$ cat config.mk
export PLATFORM = sky130hd
export DESIGN_NAME = pipe_stall_ctrl
export DESIGN_NICKNAME = d
export VERILOG_FILES = /design/src/rtl/pipe_stall_ctrl.sv
export SDC_FILE = /design/constraint.sdc
export NUM_CORES = 1
export LEC_CHECK = 0
export CAP_MARGIN = 20
export CELL_PAD_IN_SITES_DETAIL_PLACEMENT = 1
export CELL_PAD_IN_SITES_GLOBAL_PLACEMENT = 2
export CORE_ASPECT_RATIO = 0.75
export CORE_MARGIN = 4
export CORE_UTILIZATION = 33
export CTS_CLUSTER_DIAMETER = 200
export CTS_CLUSTER_SIZE = 30
export DETAILED_ROUTE_END_ITERATION = 8
export PLACE_DENSITY = 0.93
export REMOVE_ABC_BUFFERS = 1
export SKIP_CTS_REPAIR_TIMING = 1
export SKIP_LAST_GASP = 1
export SLEW_MARGIN = 5
export SYNTH_ARGS = -nofsm -noshare
export SYNTH_HDL_FRONTEND = slang
export SYNTH_SLANG_ARGS = --single-unit
export TNS_END_PERCENT = 100
$ cat constraint.sdc
create_clock -name clk -period 5.7 [get_ports clk]
set_input_delay 1.71 -clock clk [delete_from_list [all_inputs] [get_ports clk]]
set_output_delay 1.71 -clock clk [all_outputs]
set_load 0.01 [all_outputs]
$ cat src/rtl/pipe_stall_ctrl.sv
// Pipeline stall/flush controller: prioritised per-stage stall vector, timed
// branch flush, saturating performance counters and a sticky stall watchdog.
module pipe_stall_ctrl #(
    parameter int unsigned                    STAGES         = 7,
    parameter int unsigned                    NREQ           = 4,
    parameter logic [NREQ*STAGES-1:0]         STALL_MASKS    = {7'b0111101, 7'b0001100,
                                                                7'b0001100, 7'b0000100},
    parameter logic [STAGES-1:0]              RDY_MASK       = 7'b1111100,
    parameter logic [STAGES-1:0]              FLUSH_MASK     = 7'b0000110,
    parameter int unsigned                    BRANCH_BUBBLES = 1,
    parameter int unsigned                    CNT_W          = 32,
    parameter int unsigned                    WDOG_CYCLES    = 1024
) (
    input  logic              clk,
    input  logic              rst,
    input  logic              rdy,
    input  logic [NREQ-1:0]   req_i,
    input  logic              branch_i,
    output logic [STAGES-1:0] stall_o,
    output logic [STAGES-1:0] flush_o,
    output logic [CNT_W-1:0]  stall_cycles_o,
    output logic [CNT_W-1:0]  flush_cycles_o,
    output logic              wdog_o
);

    localparam int unsigned       BUB_W  = 4;
    localparam int unsigned       WD_MAX = (WDOG_CYCLES > 2) ? WDOG_CYCLES : 2;
    localparam int unsigned       WD_W   = $clog2(WD_MAX + 1);
    localparam logic [STAGES-1:0] BR_MASK = {{(STAGES-1){1'b0}}, 1'b1} << 2;

    logic             any_req;
    logic             br_accept;
    logic [BUB_W-1:0] bubble_cnt;

    assign any_req   = |req_i;
    assign br_accept = !rst && rdy && !any_req && branch_i;

    // Stall priority: reset, memory not ready, lowest-index request, branch bubble
    always_comb begin
        stall_o = '0;
        if (!rst) begin
            if (!rdy) begin
                stall_o = RDY_MASK;
            end else begin
                for (int k = NREQ - 1; k >= 0; k--) begin
                    if (req_i[k]) begin
                        stall_o = STALL_MASKS[k*STAGES +: STAGES];
                    end
                end
                if (!any_req && branch_i) begin
                    stall_o = BR_MASK;
                end
            end
        end
    end

    // Flush bubble counter; frozen while the pipe is stalled so wrong-path stages stay flushed
    always_ff @(posedge clk) begin
        if (rst) begin
            bubble_cnt <= '0;
        end else if (br_accept) begin
            bubble_cnt <= BUB_W'(BRANCH_BUBBLES);
        end else if (rdy && !any_req && bubble_cnt != '0) begin
            bubble_cnt <= bubble_cnt - BUB_W'(1);
        end
    end

    assign flush_o = (bubble_cnt != '0) ? FLUSH_MASK : '0;

    always_ff @(posedge clk) begin
        if (rst) begin
            stall_cycles_o <= '0;
        end else if (rdy && stall_o != '0 && stall_cycles_o != '1) begin
            stall_cycles_o <= stall_cycles_o + CNT_W'(1);
        end
    end

    always_ff @(posedge clk) begin
        if (rst) begin
            flush_cycles_o <= '0;
        end else if (flush_o != '0 && flush_cycles_o != '1) begin
            flush_cycles_o <= flush_cycles_o + CNT_W'(1);
        end
    end

    generate
        if (WDOG_CYCLES == 0) begin : g_no_wdog
            assign wdog_o = 1'b0;
        end else begin : g_wdog
            logic [WD_W-1:0] wd_cnt;

            // Counts consecutive ready cycles with a pending request; the flag is sticky
            always_ff @(posedge clk) begin
                if (rst) begin
                    wd_cnt <= '0;
                    wdog_o <= 1'b0;
                end else if (rdy) begin
                    if (any_req) begin
                        if (wd_cnt < WD_W'(WDOG_CYCLES)) begin
                            wd_cnt <= wd_cnt + WD_W'(1);
                        end
                        if (wd_cnt >= WD_W'(WDOG_CYCLES - 1)) begin
                            wdog_o <= 1'b1;
                        end
                    end else begin
                        wd_cnt <= '0;
                    end
                end
            end
        end
    endgenerate

endmodule

After elaboration in Yosys (flattened, before gate mapping)
Index checks and enable logic that the tools add are counted.
W data, S select, Z words.
Cells by class
  $add $sub $neg: 4
  reductions and logical operators: 19
  equal/unequal tests: 3
  order comparisons: 2
  muxes and demuxes: 12
Operators with widths (count)
  $add A32 B1 Y32 const B: 2
  $ne A32 B32 Y1 const B: 2
  $mux W7: 6
  $mux W11: 2
  $reduce_bool A7 Y1: 2
  $add A11 B1 Y11 const B: 1
  $ge A11 B10 Y1 const B: 1
  $lt A11 B11 Y1 const B: 1
  $logic_and A1 B1 Y1: 9
  $mux W6: 1
  $reduce_bool A4 Y1: 1
  $reduce_or A4 Y1: 1
  $sub A4 B1 Y4 const B: 1
  $mux W3: 1
  $reduce_and A3 Y1: 1
  $logic_not A1 Y1: 2
  $mux W1: 2
  $ne A2 B1 Y1 const B: 1
  $reduce_and A2 Y1: 1
  $reduce_bool A2 Y1: 1
  $reduce_or A2 Y1: 1
Word-level totals
  bits in registers: 80
  word-level logic and storage cells: 46
  output and inout bits: 79

Depth between registers and ports, before layout
Gate-level depths: netlist of the first run.
  depth after elaboration: 10
  mapped depth: 8
  depth with buffers taken out: 7

Worst setup path before layout of the first run
No wires, ideal clock.
  kind: input -> output
  start point: input port rst
  end point: output port stall_o[5]
  setup slack: 1.147 ns
  path buffers: 4
  stages on the path: 5
  arrival time: 2.843 ns
  required time: 3.990 ns
  cells stage by stage: clkbuf_1 -> clkbuf_1 -> buf_1 -> a21oi_1 -> buf_4
On the way
  longest elaborated chain between the ends: 1
RTL lines
  start: declaration: RTL line 15  | input logic rst,
  $mux W7: RTL line 41  | if (!rst) begin
  end: declaration: RTL line 19  | output logic [STAGES-1:0] stall_o,
Every way passes these cells.

Worst setup path after layout of the first run
  start point: input port req_i[0]
  end point: output port stall_o[2]
On the way
  longest elaborated chain between the ends: 6
  elaborated cells between the ends (all ways): 7
  classes of those cells: mux (4); reduce/logical (3)
RTL lines
  start: declaration: RTL line 17  | input logic [NREQ-1:0] req_i,
  $reduce_or A4 Y1: RTL line 35  | assign any_req = |req_i;
  $logic_not A1 Y1: RTL line 50  | if (!any_req && branch_i) begin
  $logic_and A1 B1 Y1: RTL line 50
  $mux W7 *: RTL line 50
  $mux W7 *: RTL line 42  | if (!rdy) begin
  $mux W7 *: RTL line 41
Mark *: on every way between the ends. The rest lies on a longest branch, timed or not.

==> results of run 1 <==
==> placed cells by master (no fill, tap or decap), drive strengths merged, types with 4 or more instances in the layout <==
| cell type | instances |
|---|---|
| nor2 | 40 |
| nor3 | 10 |
| inv | 16 |
| dfxtp | 80 |
| and3 | 5 |
| or4 | 26 |
| conb | 6 |
| clkdlybuf4s50 | 79 |
| o211ai | 8 |
| nor2b | 7 |
| nand2b | 4 |
| nor4 | 11 |
| nand2 | 35 |
| ha | 5 |
| mux2 | 7 |
| nand3 | 23 |
| nand4 | 22 |
| xnor2 | 5 |
| o311ai | 4 |
| o31ai | 22 |
| o41ai | 7 |
| and2 | 4 |
| o21ai | 25 |
| clkbuf | 9 |
| buf | 6 |
| a21oi | 54 |
| or3 | 23 |
| and4 | 12 |
==> cell usage after synthesis, types with 7 or more instances <==
master    instances
inv_1            14
o41ai_1           7
or4_1            26
nor2b_1           7
nand4_1          21
nand3_1          22
or3_1            22
nor2_1           40
dfxtp_1          80
and4_1           12
o21ai_0          25
nor3_1            9
buf_4            11
nand2_1          35
clkbuf_1          7
o31ai_1          21
o211ai_1          8
a21oi_1          53
==> worst paths after layout <==
| path | endpoint | cells past startpoint |
|---|---|---|
| max | stall_o[2] | 6 |
| min | g_wdog.wd_cnt[8] | 2 |
| max reg2reg | stall_cycles_o[1] | 6 |
| min reg2reg | g_wdog.wd_cnt[8] | 2 |
==> power groups by stage <==
stage / registers, uW / clock network, uW / logic, uW
after global placement: 577 / 0 / 47.2
after detailed placement: 577 / 0 / 49.0
after floorplan: 577 / 0 / 18.4
after global routing: 565 / 583 / 54.5
final: 565 / 549 / 48.7
after CTS: 564 / 567 / 49.2
==> through the flow <==
stage	power, uW	hold slack (ps)	util (%)	area, um^2	std cells
finish	1162	486.2	43.83	5451	752
global route	1203	530.2	43.83	5451	752
CTS	1180	490.5	43.83	5451	752
detailed placement	626.3	481.4	41.58	5171	736
global placement	624.2	465.7	41.58	5171	736
floorplan	595.3	454.0	-	4130	485
==> cell families after synthesis <==
kind of cell,Yosys count,synth area share [%]
xor+xnor,8,1.644
mux,9,2.407
other cells,1,0.08800
fa+ha+maj,5,1.468
simple gates,233,32.91
flops,80,37.58
buf+inv,41,4.756
compound gates,130,19.14
==> per-layer routing <==
metal / track usage [%] / up-vias / part of all wire [%]
met3: 3.822 / 16 / 3.9
met5: 0 / - / 0.054
met4: 4.679 / 2 / 1.2
li1: - / 2081 / -
met2: 30.03 / 71 / 49
met1: 22.07 / 2144 / 46
==> layout make-up <==
cell class | count | share of cell area, %
clock buffer | 9 | 4.131
clock inverter | 7 | 1.010
inverter | 14 | 0.9640
multi-input combinational | 391 | 45.42
sequential | 80 | 29.38
tap | 166 | 3.810
timing repair buffer | 85 | 15.29
==> tightest hold or removal path, stage by stage (launching register included) <==
cell and delay [ps]:
dfxtp_1 320, o21ai_0 70, a21oi_1 60
==> state kept, by name, indices dropped and copies added, names as in the netlist <==
name	cells
flush_cycles_o	32
wdog_o	1
bubble_cnt	4
g_wdog.wd_cnt	11
stall_cycles_o	32
==> insert_results.sql, run 1 <==
INSERT INTO impl_metrics (metric_group, metric, value, unit) VALUES
('run_status', 'run_status', 'finished, final reports clean', ''),
('die', 'die_h', '106.4', 'um'),
('detailed_routing', 'detail_route.iter0.violations', '283', ''),
('synth', 'synth.cell_area', '4262', 'um^2'),
('synth', 'ys_top_cells_by_area', 'dfxtp_1 38%, a21oi_1 6.2%, or4_1 4.6%', ''),
('synth', 'synth_area_leader_cell', 'dfxtp_1', ''),
('timing', 'setup_total_negative_slack', '0', 'ps'),
('timing', 'layout_setup_ws', '283.3', 'ps'),
('synth', 'postSynth.asyncResetShare', '0', '%'),
('layout', 'layout.filler_cells', '1476', ''),
('layout', 'area.sequential', '1602', 'um^2'),
('worst_setup_path', 'cp_max_fo', '6', ''),
('worst_setup_path', 'worstPathRequired', '3990', 'ps'),
('detailed_routing', 'detail_route.drc_violations', '0', ''),
('global_route', 'grt_max_degree', '53', ''),
('detailed_routing', 'wl', '12.88', 'mm'),
('die', 'io_pins', '87', ''),
('worst_setup_path', 'type_of_element_launching_the_critical_path', 'primary input', ''),
('detailed_routing', 'drt_first_pass_iters', '4', ''),
('cts', 'cts.root.buffer_cell', 'clkbuf_16', ''),
('timing', 'slew-limit-headroom', '37.96', '%'),
('die', 'initial_utilization', '34.27', '%'),
('power', 'cellInternalPower', '877.5', 'uW'),
('die', 'standard_cell_rows', '35', ''),
('worst_setup_path', 'timing.critical_path.max_delay_family', 'simple AND/OR/NAND/NOR gates', ''),
('global_route', 'antenna_found_initial', '1', ''),
('layout', 'multiInputGateArea', '2476', 'um^2'),
('power', 'p_leak', '0.001706', 'uW'),
('synth', 'ys_types', '55', ''),
('layout', 'syn_to_final_growth', '27.92', '%'),
('timing', 'max_freq', '184.6', 'MHz'),
('detailed_routing', 'via_density_per_instance', '5.737', ''),
('cts', 'cts_max_level', '3', ''),
('worst_setup_path', 'worst_r2r_startpoint', 'stall_cycles_o[0]', ''),
('worst_setup_path', 'r2r_setup_slack', '2930', 'ps'),
('worst_setup_path', 'cp-end-kind', 'output port', ''),
('synth', 'synth_seq_area_share', '37.58', '%'),
('timing', 'tightest_slew', '923.6', 'ps'),
('synth', 'yosys_warnings', '0', ''),
('global_route', 'grt_first_pass_wirelength', '21.58', 'mm'),
('place', 'place_congestion', '0.7760', ''),
('die', 'core_area', '12440', 'um^2'),
('die', 'chipWidth', '139.2', 'um'),
('timing', 'clock-skew-final', '8.675', 'ps'),
('timing', 'rsz0062_at_grt', 'false', ''),
('layout', 'fin_nets', '594', ''),
('synth', 'synth_top_area_share', '37.58', '%'),
('worst_setup_path', 'arrival_worst_endpoint', '3710', 'ps'),
('cts', 'cts-buffers-inserted', '9', ''),
('synth', 'syn_area_cell', '8.405', 'um^2'),
('power', 'net-switching-power', '285.0', 'uW'),
('worst_setup_path', 'critical_path.startpoint', 'req_i[0]', ''),
('place', 'dpl.hpwl', '9.379', 'mm'),
('die', 'fp.dieArea', '14820', 'um^2'),
('min_path', 'min-delay-start', 'g_wdog.wd_cnt[8]', ''),
('min_path', 'hold_path.class', 'flop to flop', ''),
('cts', 'cts-root-to-sink-buffers', '2', ''),
('detailed_routing', 'ant_nets', '0', ''),
('power', 'power.share.clock', '47.2', '%'),
('layout', 'diodes', '0', ''),
('layout', 'drive_gt1_share', '7.509', '%'),
('timing', 'min_period', '5417', 'ps'),
('power', 'power.density_cell_area', '213.2', 'nW/um^2'),
('timing', 'final_max_slew_viol_count', '0', ''),
('worst_setup_path', 'path_buf_inv', '2', ''),
('global_route', 'track_usage', '17.43', '%'),
('place', 'port_buffers', '80', ''),
('cts', 'clkLatencyLatePin', '340', 'ps'),
('worst_setup_path', 'delay_of_the_slowest_cell_on_the_worst_path', '610', 'ps'),
('synth', 'post_synth_inst_count', '507', ''),
('global_route', 'grt_pass1_vias', '4356', '');
Power figures use the tool's default switching activity.
==> run 2: changes to the inputs <==
--- a/config.mk
+++ b/config.mk
@@ -14,6 +14,8 @@
 export CTS_CLUSTER_DIAMETER = 200
 export CTS_CLUSTER_SIZE = 30
 export DETAILED_ROUTE_END_ITERATION = 8
+export HOLD_SLACK_MARGIN = 0.03
+export MAX_ROUTING_LAYER = met4
 export PLACE_DENSITY = 0.93
 export REMOVE_ABC_BUFFERS = 1
 export SKIP_CTS_REPAIR_TIMING = 1
==> insert_results.sql, run 2 (synthesis gave the netlist of run 1 again) <==
INSERT INTO impl_metrics (metric_group, metric, value, unit) VALUES
('timing', 'final-hold-violation-count', '0', ''),
('die', 'io_pins', '87', ''),
('power', 'finalPower', '1165', 'uW'),
('layout', 'mostFrequentLayoutCell', 'dfxtp_1', ''),
('worst_setup_path', 'type_of_element_launching_the_critical_path', 'primary input', ''),
('global_route', 'antenna_found_initial', '1', ''),
('timing', 'slew-limit-headroom', '38.75', '%'),
('detailed_routing', 'wire_per_inst', '17.22', 'um'),
('min_path', 'hold_path.class', 'flop to flop', ''),
('worst_setup_path', 'path_buf_inv', '2', ''),
('worst_setup_path', 'delay_of_the_slowest_cell_on_the_worst_path', '610', 'ps'),
('die', 'initial_utilization', '34.27', '%'),
('worst_setup_path', 'worstPathRequired', '3990', 'ps'),
('cts', 'tritoncts', 'yes', ''),
('cts', 'cts-root-to-sink-buffers', '2', ''),
('timing', 'final_max_slew_viol_count', '0', ''),
('worst_setup_path', 'r2r_setup_slack', '2940', 'ps'),
('worst_setup_path', 'cp_max_fo', '6', ''),
('timing', 'setup_total_negative_slack', '0', 'ps'),
('global_route', 'track_usage', '17.91', '%'),
('cts', 'cts.root.buffer_cell', 'clkbuf_16', ''),
('detailed_routing', 'ant_nets', '0', ''),
('timing', 'rsz0062_at_grt', 'false', ''),
('global_route', 'grt_max_degree', '53', ''),
('cts', 'cts_max_level', '3', ''),
('worst_setup_path', 'cp-end-kind', 'output port', ''),
('place', 'dpl.hpwl', '9.379', 'mm'),
('layout', 'syn_to_final_growth', '27.98', '%'),
('worst_setup_path', 'critical_path_class', 'primary input to output port', ''),
('cts', 'clkLatencyLatePin', '340', 'ps'),
('die', 'chipWidth', '139.2', 'um'),
('power', 'power.density_cell_area', '213.5', 'nW/um^2'),
('die', 'core_area', '12440', 'um^2'),
('timing', 'setup_viol_count_final', '0', ''),
('detailed_routing', 'detail_route.drc_violations', '0', ''),
('detailed_routing', 'detail_route.iter0.violations', '226', ''),
('worst_setup_path', 'crit_slowest_cell', 'nor4_2', ''),
('worst_setup_path', 'arrival_worst_endpoint', '3710', 'ps'),
('power', 'vdd_ir_drop_max', '0.1364', 'mV'),
('timing', 'tightest_slew', '912.0', 'ps'),
('timing', 'clock-skew-final', '8.948', 'ps'),
('global_route', 'gr-total-overflow', '0', ''),
('detailed_routing', 'wl', '12.96', 'mm'),
('layout', 'final_design_area_no_fill', '5454', 'um^2'),
('layout', 'fin_nets', '594', ''),
('worst_setup_path', 'timing.critical_path.max_delay_family', 'simple AND/OR/NAND/NOR gates', ''),
('timing', 'finalCritPeriodShare', '95.03', '%'),
('place', 'place_area', '5171', 'um^2'),
('layout', 'drive_gt1_share', '7.509', '%'),
('die', 'standard_cell_rows', '35', ''),
('cts', 'cts-buffers-inserted', '9', ''),
('layout', 'biggestRegsByFlops', 'flush_cycles_o x32, stall_cycles_o x32, g_wdog.wd_cnt x11', ''),
('place', 'place_congestion', '0.7866', ''),
('global_route', 'grt_first_pass_wirelength', '21.56', 'mm'),
('run_status', 'run_status', 'finished, final reports clean', ''),
('layout', 'layout.filler_cells', '1475', ''),
('run', 'drv_cap', '0', ''),
('global_route', 'grt_pass1_vias', '4365', ''),
('detailed_routing', 'drt_first_pass_iters', '4', ''),
('detailed_routing', 'via_density_per_instance', '5.738', ''),
('detailed_routing', 'route.vias.total', '4321', ''),
('cts', 'cts.sink_count', '80', ''),
('timing', 'min_period', '5417', 'ps'),
('cts', 'clock_slew_at_reported_path_ffs', '60', 'ps'),
('worst_setup_path', 'crit_path_cell_trace', 'clkdlybuf4s50_1 -> nor4_2 -> nand2_1 -> nor2_1 -> nor2_1 -> clkdlybuf4s50_1', ''),
('timing', 'max_freq', '184.6', 'MHz'),
('place', 'port_buffers', '80', ''),
('die', 'die_h', '106.4', 'um'),
('power', 'p_leak', '0.001706', 'uW'),
('die', 'fp.dieArea', '14820', 'um^2'),
('layout', 'layout_common_cells', '80 x dfxtp_1, 79 x clkdlybuf4s50_1, 53 x a21oi_1', '');
run 2: area by class of cell:
type                       count  area [um^2]  area share [%]
timing repair buffer          85        833.3           15.28
inverter                      14        52.55          0.9635
tap                          166        207.7           3.808
clock inverter                 7        55.05           1.009
multi-input combinational    391         2476           45.40
antenna                        1        2.502         0.04588
sequential                    80         1602           29.36
clock buffer                   9        225.2           4.129
run 2: report_power, final:
group	internal [uW]	leakage [uW]	switching (uW)
logic	17.5	0.000929	31.3
registers	561	0.000645	3.48
clock network	299	0.000132	252
total	877	0.00171	287
run 2: routing by layer:
layer | up-vias | track usage (%) | part of all wire, %
li1 | 2082 | - | -
met3 | 16 | 3.507 | 3.2
met2 | 70 | 30.00 | 49
met1 | 2153 | 22.29 | 47
met4 | 0 | 4.679 | 1.2
met5 | - | - | 0
run 2: through the flow:
stage | setup WS [ps] | instances | hold WS, ps | util [%]
after floorplan | 1387 | 485 | 454.0 | -
after global placement | 345.4 | 736 | 465.7 | 41.58
after detailed placement | 270.5 | 736 | 481.4 | 41.58
after CTS | 273.9 | 752 | 490.5 | 43.83
after global routing | 86.47 | 753 | 530.2 | 43.85
final | 283.2 | 753 | 486.2 | 43.85
run 2: tightest hold or removal path, stage by stage (launching register included):
cell and delay [ps]:
dfxtp_1 320, o21ai_0 70, a21oi_1 60
run 2: final timing paths:
kind	cells after the start	from	endpoint
max	6	req_i[0]	stall_o[2]
min	2	g_wdog.wd_cnt[8]	g_wdog.wd_cnt[8]
max reg2reg	6	stall_cycles_o[0]	stall_cycles_o[1]
min reg2reg	2	g_wdog.wd_cnt[8]	g_wdog.wd_cnt[8]
